`config.mk`:
```
export PLATFORM = sky130hd
export DESIGN_NAME = cpu_trace_capture
export DESIGN_NICKNAME = d
export VERILOG_FILES = /design/src/rtl/cpu_trace_pkg.sv /design/src/rtl/trace_ring_buf.sv /design/src/rtl/cpu_trace_capture.sv
export SDC_FILE = /design/constraint.sdc
export NUM_CORES = 1
export LEC_CHECK = 0
export CELL_PAD_IN_SITES_DETAIL_PLACEMENT = 2
export CELL_PAD_IN_SITES_GLOBAL_PLACEMENT = 2
export CORE_MARGIN = 3
export CORE_UTILIZATION = 52
export CTS_BUF_LIST = sky130_fd_sc_hd__clkbuf_8
export CTS_CLUSTER_SIZE = 30
export DETAILED_ROUTE_END_ITERATION = 12
export DONT_BUFFER_PORTS = 1
export PLACE_DENSITY = 0.86
export RECOVER_POWER = 50
export SLEW_MARGIN = 10
export SYNTH_ARGS = -nofsm -noshare
export SYNTH_HDL_FRONTEND = slang
export SYNTH_SLANG_ARGS = --single-unit
```
`constraint.sdc`:
```
create_clock -name clk -period 5.3 [get_ports clk]
set_input_delay 0.265 -clock clk [delete_from_list [all_inputs] [get_ports clk]]
set_output_delay 0.265 -clock clk [all_outputs]
set_load 0.05 [all_outputs]
```
`src/rtl/cpu_trace_pkg.sv`:
```
// cpu_trace_pkg: shared types and constants for the CPU trace recorder.
//   state_t       - capture FSM states
//   KIND_*        - event kind codes stored in each trace entry
//   CYC_W         - width of the per-entry cycle stamp
//   trace_entry_t - packed entry layout at the default widths (PC_W=6, DATA_W=32);
//                   field order matches the flat rd_data vector of cpu_trace_capture.
package cpu_trace_pkg;

  typedef enum logic [1:0] {
    S_IDLE,
    S_ARMED,
    S_POSTCAP,
    S_DONE
  } state_t;

  localparam logic [1:0] KIND_REG  = 2'b01;
  localparam logic [1:0] KIND_MEM  = 2'b10;
  localparam logic [1:0] KIND_BOTH = 2'b11;

  localparam int unsigned CYC_W      = 16;
  localparam int unsigned DEF_PC_W   = 6;
  localparam int unsigned DEF_DATA_W = 32;

  typedef struct packed {
    logic [CYC_W-1:0]      cycle;
    logic [DEF_PC_W-1:0]   pc;
    logic [1:0]            kind;
    logic [DEF_DATA_W-1:0] addr;
    logic [DEF_DATA_W-1:0] data;
  } trace_entry_t;

endpackage

```
`src/rtl/trace_ring_buf.sv`:
```
// trace_ring_buf: circular entry store with one write port and one registered read port.
//   i_clk/i_rst     clock, synchronous active-high reset
//   i_clr           empty the buffer; a same-cycle i_wr lands in slot 0
//   i_wr/i_wdata    append one entry; when full the oldest entry is overwritten
//   i_rd            pop the oldest entry (ignored when empty)
//   o_rd_valid      o_rd_data holds the popped entry this cycle
//   o_count/o_full  occupancy (saturates at DEPTH) and full flag
module trace_ring_buf #(
  parameter int unsigned  DEPTH = 16,
  parameter int unsigned  WIDTH = 88,
  localparam int unsigned PTR_W = $clog2(DEPTH),
  localparam int unsigned CNT_W = PTR_W + 1
) (
  input  logic             i_clk,
  input  logic             i_rst,
  input  logic             i_clr,
  input  logic             i_wr,
  input  logic [WIDTH-1:0] i_wdata,
  input  logic             i_rd,
  output logic             o_rd_valid,
  output logic [WIDTH-1:0] o_rd_data,
  output logic [CNT_W-1:0] o_count,
  output logic             o_full
);

  logic [WIDTH-1:0] r_mem [DEPTH];
  logic [PTR_W-1:0] r_wr_ptr;
  logic [PTR_W-1:0] r_rd_ptr;
  logic [CNT_W-1:0] r_count;
  logic             r_rd_valid;
  logic [WIDTH-1:0] r_rd_data;
  logic             w_full;
  logic             w_rd_ok;

  assign w_full  = (r_count == CNT_W'(DEPTH));
  assign w_rd_ok = i_rd && (r_count != '0);

  always_ff @(posedge i_clk) begin
    if (i_wr) r_mem[i_clr ? '0 : r_wr_ptr] <= i_wdata;
  end

  always_ff @(posedge i_clk) begin
    if (i_rst) begin
      r_wr_ptr   <= '0;
      r_rd_ptr   <= '0;
      r_count    <= '0;
      r_rd_valid <= 1'b0;
      r_rd_data  <= '0;
    end else if (i_clr) begin
      r_rd_ptr   <= '0;
      r_wr_ptr   <= i_wr ? PTR_W'(1) : '0;
      r_count    <= i_wr ? CNT_W'(1) : '0;
      r_rd_valid <= 1'b0;
      r_rd_data  <= '0;
    end else begin
      r_rd_valid <= w_rd_ok;
      // Reads and writes never coincide: the owner only reads once capture is frozen.
      if (w_rd_ok) begin
        r_rd_data <= r_mem[r_rd_ptr];
        r_rd_ptr  <= r_rd_ptr + 1'b1;
        r_count   <= r_count - 1'b1;
      end else if (i_wr) begin
        r_wr_ptr <= r_wr_ptr + 1'b1;
        // Full: drop the oldest entry so readout stays oldest-first.
        if (w_full) r_rd_ptr <= r_rd_ptr + 1'b1;
        else        r_count  <= r_count + 1'b1;
      end
    end
  end

  assign o_rd_valid = r_rd_valid;
  assign o_rd_data  = r_rd_data;
  assign o_count    = r_count;
  assign o_full     = w_full;

endmodule

```
`src/rtl/cpu_trace_capture.sv`:
```
// cpu_trace_capture: records register-file / data-memory write events into a ring buffer
// with a PC-match trigger, post-trigger window, oldest-first readout and timeout halt.
//   clk, rst              clock, synchronous active-high reset
//   arm                   clear buffer and start capture (same-cycle event becomes entry 0)
//   trig_pc, pc           trigger PC and current core PC
//   reg_we/addr/wdata     register-file write event
//   mem_we/addr/wdata     data-memory write event
//   rd_req                pop one entry per cycle (DONE only)
//   rd_valid, rd_data     {cycle[15:0], pc, kind[1:0], addr, data}, one cycle after rd_req
//   count                 valid entries held
//   triggered, done, halt status
// Build option: define CPU_TRACE_MEMWR_EN to record memory writes; otherwise mem_*
// inputs are ignored and only register writes (kind 01) are captured.
module cpu_trace_capture
  import cpu_trace_pkg::*;
#(
  parameter int unsigned DEPTH   = 16,
  parameter int unsigned PC_W    = 6,
  parameter int unsigned DATA_W  = 32,
  parameter int unsigned REG_W   = 5,
  parameter int unsigned POST    = 4,
  parameter int unsigned TIMEOUT = 1024
) (
  input  logic                               clk,
  input  logic                               rst,
  input  logic                               arm,
  input  logic [PC_W-1:0]                    trig_pc,
  input  logic [PC_W-1:0]                    pc,
  input  logic                               reg_we,
  input  logic [REG_W-1:0]                   reg_addr,
  input  logic [DATA_W-1:0]                  reg_wdata,
  input  logic                               mem_we,
  input  logic [DATA_W-1:0]                  mem_addr,
  input  logic [DATA_W-1:0]                  mem_wdata,
  input  logic                               rd_req,
  output logic                               rd_valid,
  output logic [CYC_W+PC_W+2+2*DATA_W-1:0]   rd_data,
  output logic [$clog2(DEPTH):0]             count,
  output logic                               triggered,
  output logic                               done,
  output logic                               halt
);

  localparam int unsigned ENT_W  = CYC_W + PC_W + 2 + 2 * DATA_W;
  localparam int unsigned TMO_W  = $clog2(TIMEOUT) + 1;
  localparam int unsigned POST_W = $clog2(POST + 1);
  localparam logic [TMO_W-1:0] TMO_LAST = TMO_W'(TIMEOUT - 1);

  state_t              r_state, w_state_nxt;
  logic [CYC_W-1:0]    r_cyc;
  logic [TMO_W-1:0]    r_tmo;
  logic [POST_W-1:0]   r_post, w_post_nxt;
  logic                r_trig, w_trig_set;
  logic                w_mem_we;
  logic [DATA_W-1:0]   w_mem_addr, w_mem_wdata;
  logic [1:0]          w_kind;
  logic [DATA_W-1:0]   w_addr, w_data;
  logic                w_capturing, w_wr, w_rd, w_tmo_hit, w_full;
  logic [ENT_W-1:0]    w_entry;

`ifdef CPU_TRACE_MEMWR_EN
  assign w_mem_we    = mem_we;
  assign w_mem_addr  = mem_addr;
  assign w_mem_wdata = mem_wdata;
`else
  logic w_unused_mem;
  assign w_unused_mem = ^{mem_we, mem_addr, mem_wdata};
  assign w_mem_we    = 1'b0;
  assign w_mem_addr  = '0;
  assign w_mem_wdata = '0;
`endif

  // Simultaneous writes keep the memory address/data; the register data is dropped.
  always_comb begin
    w_kind = '0;
    w_addr = '0;
    w_data = '0;
    if (w_mem_we) begin
      w_kind = reg_we ? KIND_BOTH : KIND_MEM;
      w_addr = w_mem_addr;
      w_data = w_mem_wdata;
    end else if (reg_we) begin
      w_kind = KIND_REG;
      w_addr = {{(DATA_W-REG_W){1'b0}}, reg_addr};
      w_data = reg_wdata;
    end
  end

  assign w_capturing = arm || (r_state == S_ARMED) || (r_state == S_POSTCAP);
  assign w_wr        = w_capturing && (reg_we || w_mem_we);
  assign w_rd        = rd_req && (r_state == S_DONE) && !arm;
  assign w_tmo_hit   = (r_tmo == TMO_LAST);
  // The arm-cycle event is stamped 0; r_cyc already holds the next stamp afterwards.
  assign w_entry     = {(arm ? CYC_W'(0) : r_cyc), pc, w_kind, w_addr, w_data};

  always_comb begin
    w_state_nxt = r_state;
    w_post_nxt  = r_post;
    w_trig_set  = 1'b0;
    if (arm) begin
      w_state_nxt = S_ARMED;
      w_post_nxt  = '0;
    end else begin
      case (r_state)
        S_ARMED: begin
          if (pc == trig_pc) begin
            w_trig_set  = 1'b1;
            w_post_nxt  = w_wr ? POST_W'(1) : '0;
            w_state_nxt = (w_wr && POST == 1) ? S_DONE : S_POSTCAP;
          end
          if (w_tmo_hit) w_state_nxt = S_DONE;
        end
        S_POSTCAP: begin
          if (w_wr) w_post_nxt = r_post + 1'b1;
          if ((w_wr && r_post == POST_W'(POST - 1)) || w_tmo_hit) w_state_nxt = S_DONE;
        end
        default: ;
      endcase
    end
  end

  always_ff @(posedge clk) begin
    if (rst) begin
      r_state <= S_IDLE;
      r_cyc   <= '0;
      r_tmo   <= '0;
      r_post  <= '0;
      r_trig  <= 1'b0;
    end else begin
      r_state <= w_state_nxt;
      r_post  <= w_post_nxt;
      if (arm) begin
        r_cyc  <= CYC_W'(1);
        r_tmo  <= '0;
        r_trig <= 1'b0;
      end else begin
        if (r_state == S_ARMED || r_state == S_POSTCAP) begin
          r_cyc <= r_cyc + 1'b1;
          r_tmo <= r_tmo + 1'b1;
        end
        if (w_trig_set) r_trig <= 1'b1;
      end
    end
  end

  trace_ring_buf #(
    .DEPTH (DEPTH),
    .WIDTH (ENT_W)
  ) u_buf (
    .i_clk      (clk),
    .i_rst      (rst),
    .i_clr      (arm),
    .i_wr       (w_wr),
    .i_wdata    (w_entry),
    .i_rd       (w_rd),
    .o_rd_valid (rd_valid),
    .o_rd_data  (rd_data),
    .o_count    (count),
    .o_full     (w_full)
  );

  assign triggered = r_trig;
  assign done      = (r_state == S_DONE);
  assign halt      = (r_state == S_DONE);

endmodule
```
==> results by group <==
Clock tree
  – Clock Sinks: 1067
  – Hold Buf Count CTS: 39
  – # resized after CTS: 0
  – # Post-CTS Setup Buffers: 0
  – Maximum level of the CTS H-tree: 4
  – Max Root-Sink Buffers: 3
  – CTS tree: yes
  – Root Driver: clkbuf_8
  – Clock buffer count from CTS: 170
  – Clk pin slew, worst setup/hold paths: ~80 ps
  – Worst-Skew Late Latency: 840 ps

Synth
  – Mapped Area: 0.0406 mm^2
  – Cell taking the most area after synthesis: edfxtp_1
  – Synth top area share: 0.710
  – Sequential fraction of the synthesis area: 0.763
  – Async set-or-reset flop fraction in the synthesized netlist: 0
  – Unique cell type count in the Yosys netlist: 52
  – Number of synthesis warnings: 0
  – Most common cell in the netlist: edfxtp_1
  – Syn Area/Cell: 20.5 um^2
  – Main synth FF type: edfxtp_1
  – Post-synth EDFFs: 960
  – Post-synthesis cell count: 1983
  – FF+latch count, synth: 1067
  – Ranking of synthesized cells by area: edfxtp_1 (71%), mux4_2 (13%), dfxtp_1 (5.3%)
  – Most frequent cells after synthesis: edfxtp_1 (960), mux4_2 (240), a22oi_1 (120), dfxtp_1 (107), nand2_1 (73)

Outcome
  – Status: finished, violations left
  – Failing checks: capacitance limit, slew limit

STA
  – Setup violations, final: 0
  – Worst Max-Slew Pin Slew: 1760 ps
  – Slew Viols, Final: 17
  – Hold Violations, Final: 0
  – RSZ-0062 raised after global routing: false
  – Setup TNS: 0 ps
  – Fin crit period: 4430 ps
  – Rel. slew slack: -0.179
  – Max frequency: ~0.23 GHz
  – Final Cycle Share: 0.836
  – Worst Skew: ~55 ps
  – Worst setup margin: 872 ps

Detailed routing
  – # DRC: 0
  – Routed wire length: 145 mm
  – Vias/cell: 6.92
  – ANT nets after route: 0
  – Vias post-DR: between 20000 and 25000
  – Initial drt markers: 3181
  – Pre-antenna DRT Iters: 5
  – WL/cell: 43.7 um

Power and ir drop
  – Pwr Total: around 17 mW
  – Total power divided by cell area: 374 mW/mm^2
  – Leakage Power: 14.3 nW
  – Maximum vdd drop: 247 uV

Worst setup path
  – Crit path required time: between 6000 and 7000 ps
  – Crit Path Max Fanout: 32
  – Flop2flop setup slack: ~870 ps
  – Startpoint types: flop
  – Critical path data arrival time: ~5200 ps
  – Worst r2r dst: u_buf.o_rd_data[9]$_SDFFE_PP0P_
  – Worst flop-to-flop path startpoint: r_state[0]$_SDFFE_PP0P_
  – Worst reg2reg path depth: 7
  – Kind of end point of the critical path: flop
  – Path type of the worst setup path: flop to flop

Floorplanning
  – Row count: 101
  – Die ar.: 0.0815 mm^2
  – Die span in x: 285 um
  – Initial Util: 0.530
  – IO Pins: 216
  – Die Y: around 290 um
  – Core ar.: 0.0766 mm^2

GRT
  – Tot GR Track Use: 0.357
  – Vias in the first global route: 24571
  – First-pass GRT wire length: 202 mm
  – Initial antenna violation count: 12
  – Largest net degree at the start of global routing: between 90 and 100
  – Total grt overflow: 0

Min path
  – Worst hold path startpoint: arm
  – Tightest Hold Check Type: primary input to flop
  – Hold path depth: 2
  – Hold path endpoint: u_buf.r_mem[7][50]$_DFFE_PP_

Placement
  – Final HPWL from detailed placement: 73.3 mm
  – Setup WS pre-CTS: 1410 ps
  – Routability congestion estimate: 0.744
  – Post-Place Cell Area: 0.0420 mm^2
  – I/O Buffers: 0

Cells and area
  – Multi-input gate area: roughly 0.009 mm^2
  – Layout cells sized above 1: 0.241
  – Finished Cell Area: between 0.04 and 0.05 mm^2
  – Register Area: 0.0310 mm^2
  – Fillers: approximately 6100
  – Final Net Count: 2264
  – Area delta synth->final: 12.7%

Job
  – Number of max-cap violations: 1
[per-layer routing]
metal  part of all wire  GRT usage  up-vias
met5            0.00018          0        -
met4              0.038      0.140        4
met3              0.096     0.0875      344
met2               0.50      0.579     1803
met1               0.37      0.471    12345
li1                   -          -     8445
[sequential cells by signal (all words and copies together) (netlist names)]
name,count
u_buf.o_rd_data,60
r_tmo,11
u_buf.r_wr_ptr,4
u_buf.r_mem,960
r_state,2
r_cyc,16
triggered,1
u_buf.o_rd_valid,1
r_post,3
u_buf.r_rd_ptr,4
u_buf.o_count,5
[placed cells by master, fill, tap and decap left out, types with 19 or more instances in the layout]
cell type      count
edfxtp_1         960
mux4_2           240
clkbuf_8         186
a22oi_1          120
dfxtp_1          105
nand2_1           73
inv_1             70
a22o_1            60
nor2_1            48
and2_0            37
dlygate4sd3_1     37
clkinv_1          29
conb_1            28
buf_4             28
clkinv_2          23
xor2_1            21
nor2b_1           20
buf_12            20
nor2_4            19
[where the power goes]
part           leakage, nW  switching, mW  internal, mW  total, mW
Clock                 1.94           3.82          3.53       7.35
Combinational         2.96          0.370         0.161      0.532
Sequential            9.38         0.0410          9.18       9.22
Total                 14.3           4.23          12.9       17.1
[critical path: stages, from the launching register on]
cell	delay [ps]
dfxtp_1	400
ha_1	170
clkbuf_1	970
and3b_1	400
o21ai_0	460
nor2_4	1010
buf_4	630
a22o_1	270
[metrics by stage]
step,cells,util,hold slack [ps]
final,3314,0.598,136
after global routing,3312,0.597,94.1
after CTS,3307,0.597,0.313
after detailed placement,2950,0.549,342
after global placement,2950,0.549,338
after floorplan,2010,-,334
[how the worst max path moves through the flow]
| stage | from | to | slack (ps) |
|---|---|---|---|
| floorplan | r_state[0]$_SDFFE_PP0P_ | u_buf.r_mem[0][0]$_DFFE_PP_ | 1090 |
| global placement | r_state[0]$_SDFFE_PP0P_ | u_buf.r_mem[13][3]$_DFFE_PP_ | 1920 |
| detailed placement | r_state[0]$_SDFFE_PP0P_ | u_buf.r_mem[13][4]$_DFFE_PP_ | 1410 |
| CTS | r_state[0]$_SDFFE_PP0P_ | u_buf.r_mem[13][4]$_DFFE_PP_ | 1300 |
| global route | r_state[0]$_SDFFE_PP0P_ | u_buf.o_rd_data[9]$_SDFFE_PP0P_ | 700 |
| finish | r_state[0]$_SDFFE_PP0P_ | u_buf.o_rd_data[9]$_SDFFE_PP0P_ | 870 |
[layout make-up]
class | count | share of cell area
multi-input cells | 798 | 0.200
well taps | 1030 | 0.0282
repair buffers | 86 | 0.0215
clock buffers | 186 | 0.0559
clock inverters | 132 | 0.0167
flip-flops and latches | 1067 | 0.677
inverters | 9 | 0.000738
diodes | 6 | 0.000328
[cells by family (layout without fill, tap and decap cells)]
group | count (synthesis) | count (layout) | synth area share
and+or+nand+nor | 252 | 252 | 0.0307
adders and majority gates | 13 | 13 | 0.00419
xor gates and xnor gates | 35 | 35 | 0.00755
other | 1 | 34 | 0.0000924
muxes | 245 | 245 | 0.134
AOI/OAI and AO/OA | 225 | 225 | 0.0422
DFF | 1067 | 1067 | 0.763
buffers and inverters | 145 | 413 | 0.0180
Note: power is estimated with default switching activity, not from simulation.
